--- src/rtl/vga_rx_pkg.sv ---
// Shared types and default 640x480@60 timing for the VGA receive-timing block.
package vga_rx_pkg;

    typedef enum logic [1:0] {
        SEARCH  = 2'd0,
        MEASURE = 2'd1,
        LOCKED  = 2'd2
    } rx_state_t;

    localparam int DEF_H_SYNC   = 96;
    localparam int DEF_H_BP     = 48;
    localparam int DEF_H_ACTIVE = 640;
    localparam int DEF_H_FP     = 16;
    localparam int DEF_H_TOTAL  = 800;

    localparam int DEF_V_SYNC   = 2;
    localparam int DEF_V_BP     = 33;
    localparam int DEF_V_ACTIVE = 480;
    localparam int DEF_V_FP     = 10;
    localparam int DEF_V_TOTAL  = 525;

    localparam int DEF_CNT_W    = 10;

endpackage

--- src/rtl/vga_rx_sync_edge.sv ---
// Two-flop sampler for one received sync line plus a leading-edge detector
// (edge = transition into the POL level, seen on the second flop).
module vga_rx_sync_edge #(
    parameter bit POL = 1'b0
) (
    input  logic clk,
    input  logic rst,
    input  logic pix_en,
    input  logic sync_in,
    output logic lead
);

    logic s1;
    logic s2;
    logic s3;

    always_ff @(posedge clk or negedge rst) begin
        if (!rst) begin
            s1 <= 1'b0;
            s2 <= 1'b0;
            s3 <= 1'b0;
        end else if (pix_en) begin
            s1 <= sync_in;
            s2 <= s1;
            s3 <= s2;
        end
    end

    // s3 is the previous pix_en sample of s2, so the edge is reported exactly once.
    assign lead = pix_en && (s2 == POL) && (s3 != POL);

endmodule

--- src/rtl/vga_rx_timing.sv ---
// VGA receive timing: locks to hsync/vsync, regenerates x/y/valid, measures line and
// frame length and flags lock loss. Define VGA_RX_CHECKSUM_EN to add a per-frame pixel sum.
module vga_rx_timing
    import vga_rx_pkg::*;
#(
    parameter int H_SYNC      = DEF_H_SYNC,
    parameter int H_BP        = DEF_H_BP,
    parameter int H_ACTIVE    = DEF_H_ACTIVE,
    parameter int V_SYNC      = DEF_V_SYNC,
    parameter int V_BP        = DEF_V_BP,
    parameter int V_ACTIVE    = DEF_V_ACTIVE,
    parameter bit SYNC_POL    = 1'b0,
    parameter int LOCK_FRAMES = 2,
    parameter int CNT_W       = DEF_CNT_W
) (
    input  logic             clk,
    input  logic             rst,
    input  logic             pix_en,
    input  logic             hsync_in,
    input  logic             vsync_in,
    input  logic [2:0]       rgb_in,
    output logic [CNT_W-1:0] x,
    output logic [CNT_W-1:0] y,
    output logic             valid,
    output logic [2:0]       pixel,
    output logic             newline,
    output logic             newframe,
    output logic             locked,
    output logic [CNT_W-1:0] h_total,
    output logic [CNT_W-1:0] v_total,
    output logic             timing_err
`ifdef VGA_RX_CHECKSUM_EN
    ,
    output logic [15:0]      frame_sum,
    output logic             sum_valid
`endif
);

    localparam int M_W = $clog2(LOCK_FRAMES + 1);
    localparam logic [CNT_W-1:0] CNT_MAX = '1;
    localparam logic [CNT_W-1:0] H_OFF   = CNT_W'(H_SYNC + H_BP);
    localparam logic [CNT_W-1:0] V_OFF   = CNT_W'(V_SYNC + V_BP);
    localparam logic [CNT_W-1:0] H_ACT   = CNT_W'(H_ACTIVE);
    localparam logic [CNT_W-1:0] V_ACT   = CNT_W'(V_ACTIVE);
    localparam logic [M_W-1:0]   M_LOCK  = M_W'(LOCK_FRAMES);

    // Bit 0 carries hsync, bit 1 vsync.
    logic [1:0] sync_raw;
    logic [1:0] sync_lead;
    logic       h_lead;
    logic       v_lead;

    assign sync_raw = {vsync_in, hsync_in};

    for (genvar gi = 0; gi < 2; gi++) begin : g_sync
        vga_rx_sync_edge #(
            .POL (SYNC_POL)
        ) u_edge (
            .clk     (clk),
            .rst     (rst),
            .pix_en  (pix_en),
            .sync_in (sync_raw[gi]),
            .lead    (sync_lead[gi])
        );
    end

    assign h_lead = sync_lead[0];
    assign v_lead = sync_lead[1];

    logic [2:0]       rgb1;
    logic [2:0]       rgb2;
    logic [CNT_W-1:0] hcnt;
    logic [CNT_W-1:0] vcnt;
    logic [CNT_W-1:0] hcnt_next;
    logic [CNT_W-1:0] vcnt_next;
    logic [CNT_W-1:0] line_len;
    logic [CNT_W-1:0] frame_len;
    logic             h_timeout;
    logic             x_in;
    logic             y_in;

    rx_state_t        state;
    logic [CNT_W-1:0] ref_h;
    logic [CNT_W-1:0] ref_v;
    logic             have_ref_h;
    logic [M_W-1:0]   match_cnt;
    logic [M_W-1:0]   match_next;
    logic             line_bad;
    logic             frame_bad;

    always_comb begin
        // A saturated counter reports all-ones rather than wrapping to zero.
        line_len  = (hcnt == CNT_MAX) ? CNT_MAX : hcnt + 1'b1;
        hcnt_next = hcnt;
        if (pix_en) begin
            if (h_lead) begin
                hcnt_next = '0;
            end else if (hcnt != CNT_MAX) begin
                hcnt_next = hcnt + 1'b1;
            end
        end
        // The line is counted before the frame closes when both edges coincide.
        frame_len = (h_lead && vcnt != CNT_MAX) ? vcnt + 1'b1 : vcnt;
        vcnt_next = v_lead ? '0 : frame_len;
        h_timeout = pix_en && !h_lead && (hcnt == CNT_MAX - 1'b1);
        x_in      = (hcnt_next >= H_OFF) && ((hcnt_next - H_OFF) < H_ACT);
        y_in      = (vcnt_next >= V_OFF) && ((vcnt_next - V_OFF) < V_ACT);
        line_bad  = h_lead && (line_len != ref_h);
        frame_bad = v_lead && (frame_len != ref_v);
        match_next = (frame_len == ref_v) ? match_cnt + 1'b1 : M_W'(1);
    end

    always_ff @(posedge clk or negedge rst) begin
        if (!rst) begin
            rgb1     <= '0;
            rgb2     <= '0;
            pixel    <= '0;
            hcnt     <= '0;
            vcnt     <= '0;
            x        <= '0;
            y        <= '0;
            valid    <= 1'b0;
            newline  <= 1'b0;
            newframe <= 1'b0;
            h_total  <= '0;
            v_total  <= '0;
        end else begin
            newline  <= h_lead;
            newframe <= v_lead;
            if (pix_en) begin
                rgb1  <= rgb_in;
                rgb2  <= rgb1;
                pixel <= rgb2;
                hcnt  <= hcnt_next;
                vcnt  <= vcnt_next;
                if (x_in && y_in) begin
                    x <= hcnt_next - H_OFF;
                    y <= vcnt_next - V_OFF;
                end
                valid <= locked && x_in && y_in;
            end
            if (h_lead) begin
                h_total <= line_len;
            end
            if (v_lead) begin
                v_total <= frame_len;
            end
        end
    end

    always_ff @(posedge clk or negedge rst) begin
        if (!rst) begin
            state      <= SEARCH;
            ref_h      <= '0;
            ref_v      <= '0;
            have_ref_h <= 1'b0;
            match_cnt  <= '0;
            locked     <= 1'b0;
            timing_err <= 1'b0;
        end else begin
            timing_err <= 1'b0;
            case (state)
                SEARCH: begin
                    if (v_lead) begin
                        state      <= MEASURE;
                        match_cnt  <= '0;
                        have_ref_h <= 1'b0;
                    end
                end
                MEASURE: begin
                    if (have_ref_h && line_bad) begin
                        state <= SEARCH;
                    end else begin
                        if (h_lead && !have_ref_h) begin
                            ref_h      <= line_len;
                            have_ref_h <= 1'b1;
                        end
                        if (v_lead) begin
                            match_cnt <= match_next;
                            if (frame_len != ref_v) begin
                                ref_v <= frame_len;
                            end
                            if (match_next == M_LOCK) begin
                                state  <= LOCKED;
                                locked <= 1'b1;
                            end
                        end
                    end
                end
                LOCKED: begin
                    if (line_bad || frame_bad || h_timeout) begin
                        state      <= SEARCH;
                        locked     <= 1'b0;
                        timing_err <= 1'b1;
                    end
                end
                default: begin
                    state  <= SEARCH;
                    locked <= 1'b0;
                end
            endcase
        end
    end

`ifdef VGA_RX_CHECKSUM_EN
    logic [15:0] sum_acc;

    always_ff @(posedge clk or negedge rst) begin
        if (!rst) begin
            sum_acc   <= '0;
            frame_sum <= '0;
            sum_valid <= 1'b0;
        end else begin
            sum_valid <= 1'b0;
            if (v_lead) begin
                sum_acc <= '0;
                if (locked) begin
                    frame_sum <= sum_acc;
                    sum_valid <= 1'b1;
                end
            end else if (pix_en && locked && x_in && y_in) begin
                // rgb2 is the value loaded into pixel alongside this valid.
                sum_acc <= sum_acc + {13'b0, rgb2};
            end
        end
    end
`endif

endmodule

--- config.mk ---
export PLATFORM = sky130hd
export DESIGN_NAME = vga_rx_timing
export DESIGN_NICKNAME = d
export VERILOG_FILES = /design/src/rtl/vga_rx_pkg.sv /design/src/rtl/vga_rx_sync_edge.sv /design/src/rtl/vga_rx_timing.sv
export SDC_FILE = /design/constraint.sdc
export NUM_CORES = 1
export LEC_CHECK = 0
export ABC_CLOCK_PERIOD_IN_PS = 4600
export CORE_MARGIN = 10
export CORE_UTILIZATION = 57
export CTS_CLUSTER_SIZE = 16
export DETAILED_ROUTE_END_ITERATION = 16
export GPL_TIMING_DRIVEN = 0
export PLACE_DENSITY = 0.88
export SYNTH_ARGS = -nofsm -noshare
export SYNTH_HDL_FRONTEND = slang
export SYNTH_SLANG_ARGS = --single-unit
--- constraint.sdc ---
create_clock -name clk -period 4.6 [get_ports clk]
set_input_delay 1.15 -clock clk [delete_from_list [all_inputs] [get_ports clk]]
set_output_delay 1.15 -clock clk [all_outputs]
set_load 0.02 [all_outputs]
After elaboration in Yosys (flattened, before gate mapping). Cells that the tools add are included.

Memories kept: 0. Memory bits (writable): 0. Bits of input ports: 8. Flip-flop bits (word level): 105. Latch bits: 0. Word-level logic and storage cells: 113. ROM bits: 0. Output and inout bits: 48.

Shifts and indexed selects: 0. Bitwise logic cells: 4. Order comparisons: 4. Multiply operators: 0. Div/mod/pow operators: 0. Add/subtract/negate cells: 5. Equal/unequal tests: 18. Reduce and logical (&&, ||, !) cells: 29. Muxes and demuxes: 28.

Operators with widths (count): 2-to-1 mux 10 bit (6); adder 10 x 1 -> 10 bit, second input constant (2); equality test 10 bit, second input constant (2); != test 10 bit (2); != test 10 bit, second input constant (2); 2-to-1 mux 2 bit (9); logical AND 1 bit (16); AND reduction 4 bit (4); != test 2 bit, second input constant (6); equality test 10 bit (1); greater-or-equal comparator 10 x 6 -> 1 bit, second input constant (1); greater-or-equal comparator 10 x 8 -> 1 bit, second input constant (1); < comparator 10 bit, second input constant (1); < comparator 10 x 9 -> 1 bit, second input constant (1); subtractor 10 x 6 -> 10 bit, second input constant (1); subtractor 10 x 8 -> 10 bit, second input constant (1); 2-to-1 mux 1 bit (9); != test 3 bit, second input constant (2); case mux 2 bit (3 select lines) (1); AND reduction 5 bit (1); equality test 2 bit, second input constant (2); inverter 1 bit (4); case mux 2 bit (2 select lines) (1); case mux 1 bit (3 select lines) (1); other kinds (9) (11).

Logic depth before layout (Yosys ltp). Gate-level depths: netlist of the first run.

Depth in word-level cells: 12. Depth in mapped cells: 16. Depth with buffers taken out: 13.

By module. A second synthesis of the first run with hierarchy kept.

Cell total of the unflattened synthesis: 556. Area total of the unflattened synthesis: 5781.8 sq um.

Modules (own cells, without submodules): vga_rx_timing (cells each 542, seq. area each 2477.4 sq um, instances 1, area each 5544.1 sq um); vga_rx_sync_edge (cells each 7, seq. area each 75.1 sq um, instances 2, area each 118.9 sq um).

Worst setup path before layout of the first run. Ideal clock, no wire load.

Path type: input to register. Start point: input pix_en. End point: register x[0]. Data required time: 4475 ps. Path slack: 872 ps. Path buffers: 2. Data arrival time: 3603 ps. Stages: 13. Library setup time: 125 ps. Path through: nand2_1 > or2_2 > clkinv_1 > clkbuf_1 > nor2_1 > ha_1 > inv_1 > o2111ai_2 > nor4b_1 > o211a_1 > a211oi_2 > buf_6 > mux2_4.

Elaborated cells between the ends (all ways): 19. Classes of those cells: add/sub (2); order compare (4); mux (4); reduce/logical (9).

RTL lines: start: declaration (line vga_rx_timing.sv:18) `input logic pix_en,`; logical AND 1 bit * (2 in series) (line vga_rx_sync_edge.sv:30) `assign lead = pix_en && (s2 == POL) && (s3 != POL);`; via g_sync[1].u_edge.lead (line vga_rx_sync_edge.sv:10) `output logic lead`; 2-to-1 mux 10 bit * (line vga_rx_timing.sv:104) `vcnt_next = v_lead ? '0 : frame_len;`; via vcnt_next[0] (line vga_rx_timing.sv:75) `logic [CNT_W-1:0] vcnt_next;`; subtractor 10 x 6 -> 10 bit (line vga_rx_timing.sv:107) `y_in = (vcnt_next >= V_OFF) && ((vcnt_next - V_OFF) < V_ACT);`; < comparator 10 x 9 -> 1 bit (line vga_rx_timing.sv:107); logical AND 1 bit * (line vga_rx_timing.sv:107); logical AND 1 bit * (line vga_rx_timing.sv:136) `if (x_in && y_in) begin`; AND reduction 2 bit (no line) *; end signal: assignment (line vga_rx_timing.sv:137) `x <= hcnt_next - H_OFF;`; end: declaration (line vga_rx_timing.sv:22) `output logic [CNT_W-1:0] x,`.

The timed path passes the listed nets; every way through them passes the cells marked *. A chain may end at the register's enable or synchronous reset.

Worst setup path after layout of the first run.
Start point: input pix_en. End point: register x[7].

Elaborated cells between the ends (all ways): 19. Classes of those cells: add/sub (2); order compare (4); mux (4); reduce/logical (9).

RTL lines: logical AND 1 bit (2 in series) (line vga_rx_sync_edge.sv:30); 2-to-1 mux 10 bit (line vga_rx_timing.sv:96) `if (h_lead) begin`; 2-to-1 mux 10 bit * (line vga_rx_timing.sv:95) `if (pix_en) begin`; via hcnt_next[4] (line vga_rx_timing.sv:74) `logic [CNT_W-1:0] hcnt_next;`; subtractor 10 x 8 -> 10 bit (line vga_rx_timing.sv:106, vga_rx_timing.sv:137); < comparator 10 bit (line vga_rx_timing.sv:106) `x_in = (hcnt_next >= H_OFF) && ((hcnt_next - H_OFF) < H_ACT);`; logical AND 1 bit (line vga_rx_timing.sv:106); logical AND 1 bit (line vga_rx_timing.sv:136); AND reduction 2 bit (no line).

Marked as above.

==> impl_metrics.csv, run 1 <==
group,metric,value,unit
synthesis,ys_ff_latch,105,
worst_setup_path,worstSetupPathType,"in2reg",
floorplanning,die_h,119,um
synthesis,synth_edf_count,0,
synthesis,avgSynthCellArea,10.3,sq um
power_and_ir_drop,total_power,2.90,mW
worst_setup_path,r2r-end,"x[7]$_DFFE_PN0P_",
synthesis,synth_xor_area_frac,0.0408,
power_and_ir_drop,power.density,443,mW/mm^2
cts,clk_pin_slew,0.09,ns
synthesis,mappedNetlistArea,0.00558,sq mm
floorplanning,chipWidth,119,um
floorplanning,core_area,0.00964,sq mm
synthesis,synth-simple-area-share,0.164,
finish,drive_gt1_frac,0.137,
finish,area_delta_synth_final,17.2,%
synthesis,yosys_warnings,0,
worst_setup_path,cp-start-kind,"input pin",
detailed_routing,antenna_left,0,
detailed_routing,wl,13500,um
detailed_routing,num_vias,4425,
floorplanning,fp.dieArea,0.0141,sq mm
global_routing,overflow,0,
cts,clockBufferDepth,2,
run_status,status,"complete, no violations",
detailed_routing,viasPerCell,5.93,
place,io_buffer_count,55,
cts,cts_tree,"yes",
timing,slew_headroom,0.418,
cts,cts_root_buf,"clkbuf_8",
finish,fin_nets,623,
worst_hold_path,whs_path_depth,2,
timing,fmax,0.224,GHz
worst_setup_path,ff2ff_path_depth,16,
detailed_routing,drc,0,
place,dpl_worst_slack,-0.374,ns
finish,final_common_cell,"dfrtp_1",
global_routing,grt_pass1_vias,4481,
timing,setup_viol,0,
detailed_routing,drt_iter0_markers,412,
timing,fin_crit,4.46,ns
floorplanning,pin_count,56,
global_routing,grt_first_pass_wirelength,22700,um
cts,numCtsBuffers,9,
cts,cts.sinks,105,
synthesis,ys_types,79,
synthesis,netlist_instances,541,
global_routing,grt_max_degree,61,
floorplanning,num_rows,36,
timing,holdWs,0.489,ns
place,place_inst,730,
timing,grt_setup_unrepaired,"false",
timing,fin_skew,0.00918,ns
synthesis,synthAdderAreaFrac,0.0157,
cts,htreeDepth,3,
synthesis,ys_top_cells_by_area,"dfrtp_1, nand2_1, o21ai_0",
power_and_ir_drop,vdd_drop_max,0.203,mV
finish,insertedDiodeCount,0,
timing,fin_crit_sh,0.969,
worst_setup_path,rrSetupSlack,0.42,ns
timing,worst_slack,0.141,ns
synthesis,yosys.area.top_type,"dfrtp_1",
place,gp_congestion,0.887,
global_routing,grt_util_all_layers,0.194,
finish,finish.utilization,0.678,
timing,finalMaxSlewViolations,0,
detailed_routing,dr.pass1.iters,5,
worst_hold_path,worstHoldStart,"h_total[9]$_DFFE_PN0N_",
synthesis,synth_mux_area_frac,0.101,
timing,final-hold-violation-count,0,
power_and_ir_drop,cellLeakagePower,2.80,nW
synthesis,yosysSeqAreaShare,0.471,
synthesis,synth_compound_area_frac,0.162,
detailed_routing,wire_per_inst,18.1,um
place,dp_hpwl,10100,um
worst_hold_path,min_to,"h_total[9]$_DFFE_PN0N_",
synthesis,postSynth.asyncResetShare,1.00,
cts,clock_insertion_delay_worst_skew,0.38,ns
run,maxCapViolCount,0,
worst_setup_path,r2r_start,"hcnt[0]$_DFFE_PN0P_",
finish,fillCellCount,779,
worst_setup_path,crit_required,4.86,ns
timing,tightestPinTransition,0.849,ns
synthesis,synth_nets,556,
finish,stdcell_count,746,
floorplanning,initial_core_util,0.579,
worst_setup_path,cp-end-kind,"flip-flop",
synthesis,synth_top_area_share,0.471,
global_routing,antenna_found_initial,0,
synthesis,synth_top_family_by_area,"simple AND/OR/NAND/NOR gates",
finish,final_cell_mix,"dfrtp_1, nand2_1, clkdlybuf4s50_1",
cts,cts_hold_buf,0,
synthesis,ys.flop_type,"dfrtp_1",
worst_setup_path,cp_max_fo,10,
worst_hold_path,hold_class,"reg2reg",
worst_setup_path,cp.arrival,4.72,ns
==> worst max path at each step <==
stage               startpoint                  end  slack, ns  cells after the start
floorplan               pix_en     x[0]$_DFFE_PN0P_       0.87                     13
global placement           rst  vcnt[1]$_DFFE_PN0P_      -1.35                      1
detailed placement      pix_en     x[7]$_DFFE_PN0P_      -0.37                     14
CTS                     pix_en     x[7]$_DFFE_PN0P_      0.002                     14
global route            pix_en     x[8]$_DFFE_PN0P_      0.006                     13
finish                  pix_en     x[7]$_DFFE_PN0P_       0.14                     12
==> cell families after synthesis <==
group | after synthesis
xor+xnor | 26
simple gates | 176
mux | 48
compound gates | 123
buf+inv | 56
flops | 105
fa+ha+maj | 7
==> flip-flops by register name, summed over array words and instances, names as in the netlist, 10 cells and up <==
signal and count:
h_total 10, hcnt 10, ref_h 10, ref_v 10
v_total 10, vcnt 10, x 10, y 10
==> repair_timing <==
item / CTS / global route
setup buffers: 0 / 0
endpoints found under the setup margin: 0 / 18
gates resized for setup: 0 / 4
==> cell type report <==
type | count | area (sq um) | share of cell area
clock inverter | 5 | 80.1 | 0.0123
buffer | 28 | 158 | 0.0241
tap | 133 | 166 | 0.0255
inverter | 28 | 105 | 0.0161
multi-input combinational | 380 | 2690 | 0.412
timing repair buffer | 56 | 576 | 0.0881
clock buffer | 11 | 131 | 0.0201
sequential | 105 | 2630 | 0.402
==> worst max-delay path: stages <==
cell and delay [ns]:
clkdlybuf4s50_1 0.64, and4_1 0.24, buf_2 0.19, o21ai_1 0.11, a31oi_1 0.40, ha_1 0.24, o2111ai_1 0.10, o311ai_0 0.43
o2111ai_2 0.30, a211oi_2 0.36, buf_6 0.23, mux2_1 0.34
==> per-layer routing <==
metal | up-vias | GRT usage | part of all wire
li1 | 2062 | - | -
met1 | 2191 | 0.248 | 0.43
met2 | 151 | 0.318 | 0.49
met3 | 21 | 0.0345 | 0.064
met4 | 0 | 0.0802 | 0.019
met5 | - | 0 | 0
==> Yosys cell counts (all sizes together), types with 2 or more instances <==
master	instances
o22ai	2
nand3b	2
o211a	2
nand2b	3
mux2i	17
nor4	2
dfrtp	105
nor4b	2
nor2	31
and3	8
o32a	3
a22oi	2
nand3	20
a22o	3
xor2	11
a21o	6
ha	7
buf	16
o21ai	46
mux2	31
a311oi	2
a31oi	12
o31ai	3
o2111ai	5
and4	3
clkbuf	12
nand4	6
and4b	2
nor3b	2
inv	27
or3	2
and2	10
a31o	2
or4	2
a21oi	16
a211oi	2
xnor2	15
nor2b	5
or2	2
o211ai	4
nand4b	2
a2111oi	2
nand2	61
nor3	8
==> metrics by stage <==
step,TNS [ns],instance area [sq um]
6_report,0,6530
5_1_grt,0,6530
4_1_cts,0,6530
3_5_place_dp,-5.68,6320
3_3_place_gp,-145.06,6290
2_1_floorplan,0,5580
==> report_power, final <==
group,switching (mW),total [mW],internal (mW)
registers,0.150,1.26,1.11
clock network,0.320,0.627,0.306
logic,0.562,1.01,0.452
Note: power is estimated with default switching activity, not from simulation.
==> run 2, diff against run 1 <==
Settings changed: CELL_PAD_IN_SITES_DETAIL_PLACEMENT set to 1, CELL_PAD_IN_SITES_GLOBAL_PLACEMENT set to 1, CORE_ASPECT_RATIO set to 1.2, CORE_UTILIZATION 57 to 45.
==> impl_metrics.csv, run 2 (same netlist as run 1, synthesis figures left out) <==
group,metric,value,unit
timing,final-hold-violation-count,0,
place,gp_congestion,0.865,
global_routing,grt_pass1_vias,4973,
timing,fin_skew,0.00585,ns
cts,cts_hold_buf,0,
detailed_routing,antenna_left,0,
global_routing,antenna_found_initial,0,
detailed_routing,drc,0,
finish,area_delta_synth_final,19.8,%
place,dp_hpwl,11600,um
cts,cts_root_buf,"clkbuf_16",
finish,fillCellCount,1351,
finish,final_common_cell,"dfrtp_1",
floorplanning,die_h,142,um
worst_setup_path,critical_path.max_stage_delay,0.45,ns
timing,setup_viol,0,
finish,post-route-cell-area,0.00668,sq mm
timing,grt_setup_unrepaired,"false",
worst_setup_path,critPathTopFamily,"compound AO/OA/AOI/OAI gates",
cts,clockBufferDepth,2,
cts,htreeDepth,3,
detailed_routing,viasPerCell,5.70,
timing,fmax,0.241,GHz
detailed_routing,dr.pass1.iters,4,
run,maxCapViolCount,0,
power_and_ir_drop,vdd_drop_max,0.276,mV
place,dpl_worst_slack,-0.435,ns
global_routing,grt_max_degree,66,
worst_setup_path,cp_max_fo,10,
global_routing,grt_util_all_layers,0.187,
worst_hold_path,hold_class,"reg2reg",
power_and_ir_drop,power.switching,1.10,mW
place,place_inst,758,
run_status,status,"complete, no violations",
finish,finish.utilization,0.552,
worst_setup_path,cp_common_cell,"ha_1",
cts,clock_insertion_delay_worst_skew,0.36,ns
finish,fin_nets,623,
power_and_ir_drop,p_seq_frac,0.406,
cts,clk_pin_slew,0.07,ns
floorplanning,num_rows,44,
worst_setup_path,crit_required,4.84,ns
floorplanning,initial_core_util,0.460,
detailed_routing,num_vias,4413,
worst_setup_path,worstSetupPathType,"reg2reg",
timing,holdWs,0.481,ns
place,placed_cell_area,0.00635,sq mm
cts,numCtsBuffers,9,
cts,cts_tree,"yes",
finish,insertedDiodeCount,0,
place,io_buffer_count,55,
timing,tightestPinTransition,0.771,ns
finish,final_cell_mix,"dfrtp_1, nand2_1, clkdlybuf4s50_1",
global_routing,overflow,0,
floorplanning,chipWidth,122,um
timing,worst_slack,0.442,ns
detailed_routing,wl,15700,um
cts,cts.sinks,105,
power_and_ir_drop,total_power,3.11,mW
power_and_ir_drop,pwr-share-clk,0.259,
timing,finalMaxSlewViolations,0,
global_routing,grt_first_pass_wirelength,25800,um
floorplanning,pin_count,56,
detailed_routing,wire_per_inst,20.2,um
floorplanning,fp.dieArea,0.0173,sq mm
worst_setup_path,crit_path_cell_trace,"ha_1, buf_4, and3_1, buf_2, nand3_2, clkbuf_1, ha_1, nand2_1, o22ai_1, inv_1, o2111ai_1, o311ai_1, o2111ai_2, a211oi_2, buf_6, mux2_1",
power_and_ir_drop,p_int,2.01,mW
power_and_ir_drop,switching_share,0.353,
timing,fin_crit,4.16,ns
worst_setup_path,cp-start-kind,"flip-flop",
finish,stdcell_count,774,
timing,finalSetupTns,0,ns
power_and_ir_drop,power.density,465,mW/mm^2
timing,fin_crit_sh,0.904,
detailed_routing,drt_iter0_markers,259,
finish,drive_gt1_frac,0.144,
worst_setup_path,cp_num_buf_inv,5,
floorplanning,core_area,0.0121,sq mm
worst_setup_path,slowest_stage,"dfrtp_1",
worst_setup_path,cp-end-kind,"flip-flop",
power_and_ir_drop,power_frac_comb,0.335,
worst_setup_path,cp.arrival,4.40,ns
timing,slew_headroom,0.485,
power_and_ir_drop,cellLeakagePower,2.86,nW
-- run 2: cell count changes in the layout (fill, tap and decap cells not counted), sizes merged --
cell           delta
bufinv            -1
clkbuf            +1
clkdlybuf4s50     -1
clkinv            +1
clkinvlp          -1
dlymetal6s2s      +1
-- run 2: worst paths after layout --
kind / slack, ns / to / from / cells past startpoint
worst max-delay path: 0.44 / x[9]$_DFFE_PN0P_ / hcnt[0]$_DFFE_PN0P_ / 16
worst min-delay path: 0.48 / h_total[6]$_DFFE_PN0N_ / h_total[6]$_DFFE_PN0N_ / 2
worst max register to register: 0.44 / x[9]$_DFFE_PN0P_ / hcnt[0]$_DFFE_PN0P_ / 16
worst min register to register: 0.48 / h_total[6]$_DFFE_PN0N_ / h_total[6]$_DFFE_PN0N_ / 2
max in group asynchronous: 3.10 / g_sync[0].u_edge.s3$_DFFE_PN0P_ / rst / 2
min in group asynchronous: 0.78 / x[8]$_DFFE_PN0P_ / rst / 1
-- run 2: area by class of cell --
cell class                 count  area (sq um)  share of cell area
multi-input combinational    380          2700               0.405
clock inverter                 4          51.3             0.00768
clock buffer                  12           256              0.0384
inverter                      28           105              0.0157
tap                          161           201              0.0301
buffer                        28           158              0.0236
timing repair buffer          56           578              0.0865
sequential                   105          2630               0.393
-- run 2: metal layers --
metal / wire (um) / GRT usage
met5: 0 / 0
met4: 347 / 0.0685
met3: 598 / 0.0369
met2: 8750 / 0.351
met1: 5960 / 0.200
-- run 2: worst min-delay path, delay by kind of cell, from the launching register on --
family           cells  cell delay [ns]
AO/OA/AOI/OAI        1             0.06
flip-flops           1             0.34
AND/OR/NAND/NOR      1             0.04
-- run 2: repair_timing --
item	4_1_cts	5_1_grt
setup endpoints to repair	13	17
gates resized for setup	2	6
setup buffers	0	0
pin swaps	0	2
-- run 2: power groups by stage --
stage               Sequential (mW)  Clock (mW)  Combinational (mW)
floorplan                      1.34           0               0.553
global placement               1.26           0               0.981
detailed placement             1.28           0                1.04
CTS                            1.26       0.812                1.05
global route                   1.29       0.855                1.13
finish                         1.26       0.805                1.04
==> run 3, diff against run 2 <==
Settings changed: GPL_ROUTABILITY_DRIVEN set to 0.
==> impl_metrics.csv, run 3 (same netlist as run 1, synthesis figures left out) <==
group,metric,value,unit
worst_setup_path,cp.arrival,4.62,ns
worst_setup_path,cp-start-kind,"input pin",
timing,fin_skew,0.00660,ns
power_and_ir_drop,vdd_drop_max,0.198,mV
finish,post-route-cell-area,0.00667,sq mm
finish,multi_input_area,0.00271,sq mm
finish,layout.area.seq,0.00263,sq mm
timing,grt_setup_unrepaired,"false",
detailed_routing,wl,16200,um
worst_setup_path,cp_max_fo,10,
timing,fmax,0.228,GHz
place,place_inst,758,
run,maxCapViolCount,0,
finish,fillCellCount,1340,
cts,clock_insertion_delay_worst_skew,0.35,ns
floorplanning,num_rows,44,
worst_hold_path,hold_class,"reg2reg",
power_and_ir_drop,pwr-share-clk,0.247,
timing,slew_headroom,0.468,
global_routing,grt_first_pass_wirelength,27100,um
power_and_ir_drop,cellLeakagePower,2.84,nW
place,dp_hpwl,11700,um
floorplanning,initial_core_util,0.460,
power_and_ir_drop,p_int,1.95,mW
finish,stdcell_count,774,
finish,finish.utilization,0.551,
floorplanning,fp.dieArea,0.0173,sq mm
power_and_ir_drop,switching_share,0.366,
place,placed_cell_area,0.00635,sq mm
timing,final-hold-violation-count,0,
timing,holdWs,0.484,ns
place,io_buffer_count,55,
finish,drive_gt1_frac,0.148,
detailed_routing,wire_per_inst,20.9,um
cts,clk_pin_slew,0.08,ns
cts,numCtsBuffers,9,
floorplanning,core_area,0.0121,sq mm
cts,cts_root_buf,"clkbuf_16",
timing,fin_crit_sh,0.953,
finish,insertedDiodeCount,0,
floorplanning,pin_count,56,
global_routing,grt_util_all_layers,0.195,
timing,setup_viol,0,
power_and_ir_drop,power.switching,1.13,mW
cts,cts.sinks,105,
worst_setup_path,crit_required,4.84,ns
worst_setup_path,rrSetupSlack,0.37,ns
power_and_ir_drop,power_frac_comb,0.339,
cts,clockBufferDepth,2,
finish,final_common_cell,"dfrtp_1",
timing,tightestPinTransition,0.797,ns
floorplanning,die_h,142,um
cts,cts_tree,"yes",
run_status,status,"complete, no violations",
timing,fin_crit,4.38,ns
floorplanning,chipWidth,122,um
detailed_routing,viasPerCell,5.87,
detailed_routing,drt_iter0_markers,324,
detailed_routing,drc,0,
global_routing,grt_max_degree,72,
worst_setup_path,cp-end-kind,"flip-flop",
worst_setup_path,r2r_start,"hcnt[0]$_DFFE_PN0P_",
detailed_routing,antenna_left,0,
finish,area_delta_synth_final,19.7,%
worst_hold_path,worstHoldStart,"x[7]$_DFFE_PN0P_",
worst_setup_path,setup.worst_path.start,"pix_en",
detailed_routing,num_vias,4542,
finish,fin_nets,623,
cts,htreeDepth,3,
timing,finalMaxSlewViolations,0,
power_and_ir_drop,p_seq_frac,0.414,
finish,final_cell_mix,"dfrtp_1, nand2_1, clkdlybuf4s50_1",
power_and_ir_drop,power.density,461,mW/mm^2
detailed_routing,dr.pass1.iters,4,
global_routing,grt_pass1_vias,5179,
global_routing,antenna_found_initial,0,
global_routing,overflow,0,
worst_setup_path,worstSetupPathType,"in2reg",
-- run 3: worst max-delay path: stages --
cell and delay, ns:
clkdlybuf4s50_1 0.61, buf_2 0.28, inv_1 0.15, nor3_1 0.24
a211oi_2 0.15, inv_1 0.10, ha_1 0.17, o2111ai_1 0.11
o311ai_0 0.42, o2111ai_2 0.31, a211oi_2 0.35, buf_6 0.24
mux2_4 0.32
-- run 3: what timing repair did --
item	CTS	global route
endpoints found under the setup margin	13	14
resized for setup	1	7
hold buffers	0	0
setup buffers	0	0
-- run 3: power groups by stage --
stage / combinational (mW) / sequential, mW / clock (mW)
floorplan: 0.553 / 1.34 / 0
finish: 1.04 / 1.27 / 0.761
global route: 1.14 / 1.30 / 0.812
CTS: 1.05 / 1.27 / 0.774
detailed placement: 1.03 / 1.28 / 0
global placement: 0.984 / 1.26 / 0
-- run 3: area by class of cell --
type / count / area share
plain buffers: 28 / 0.0236
clock buffers: 10 / 0.0358
clock inverters: 6 / 0.00769
inverters: 28 / 0.0163
multi-input cells: 380 / 0.406
flip-flops and latches: 105 / 0.394
well taps: 161 / 0.0302
repair buffers: 56 / 0.0863
-- run 3: worst paths after layout --
| check | cells past startpoint | end |
|---|---|---|
| max | 13 | x[1]$_DFFE_PN0P_ |
| min | 1 | x[7]$_DFFE_PN0P_ |
| max reg2reg | 16 | x[1]$_DFFE_PN0P_ |
| min reg2reg | 1 | x[7]$_DFFE_PN0P_ |
| max in group asynchronous | 2 | h_total[6]$_DFFE_PN0N_ |
| min in group asynchronous | 1 | x[8]$_DFFE_PN0P_ |
-- run 3: per-stage QoR --
step / power [mW] / setup WS, ns / setup TNS, ns
2_1_floorplan: 1.89 / 0.872 / 0
3_3_place_gp: 2.25 / -1.58 / -169.84
3_5_place_dp: 2.31 / -0.395 / -6.35
4_1_cts: 3.09 / 0.103 / 0
5_1_grt: 3.25 / 0.0232 / 0
6_report: 3.08 / 0.217 / 0
-- run 3: routing by layer --
metal  wire, um  global-route usage
met1       6030               0.207
met5          0                   0
met4        532              0.0842
met2       8870               0.365
met3        774              0.0357
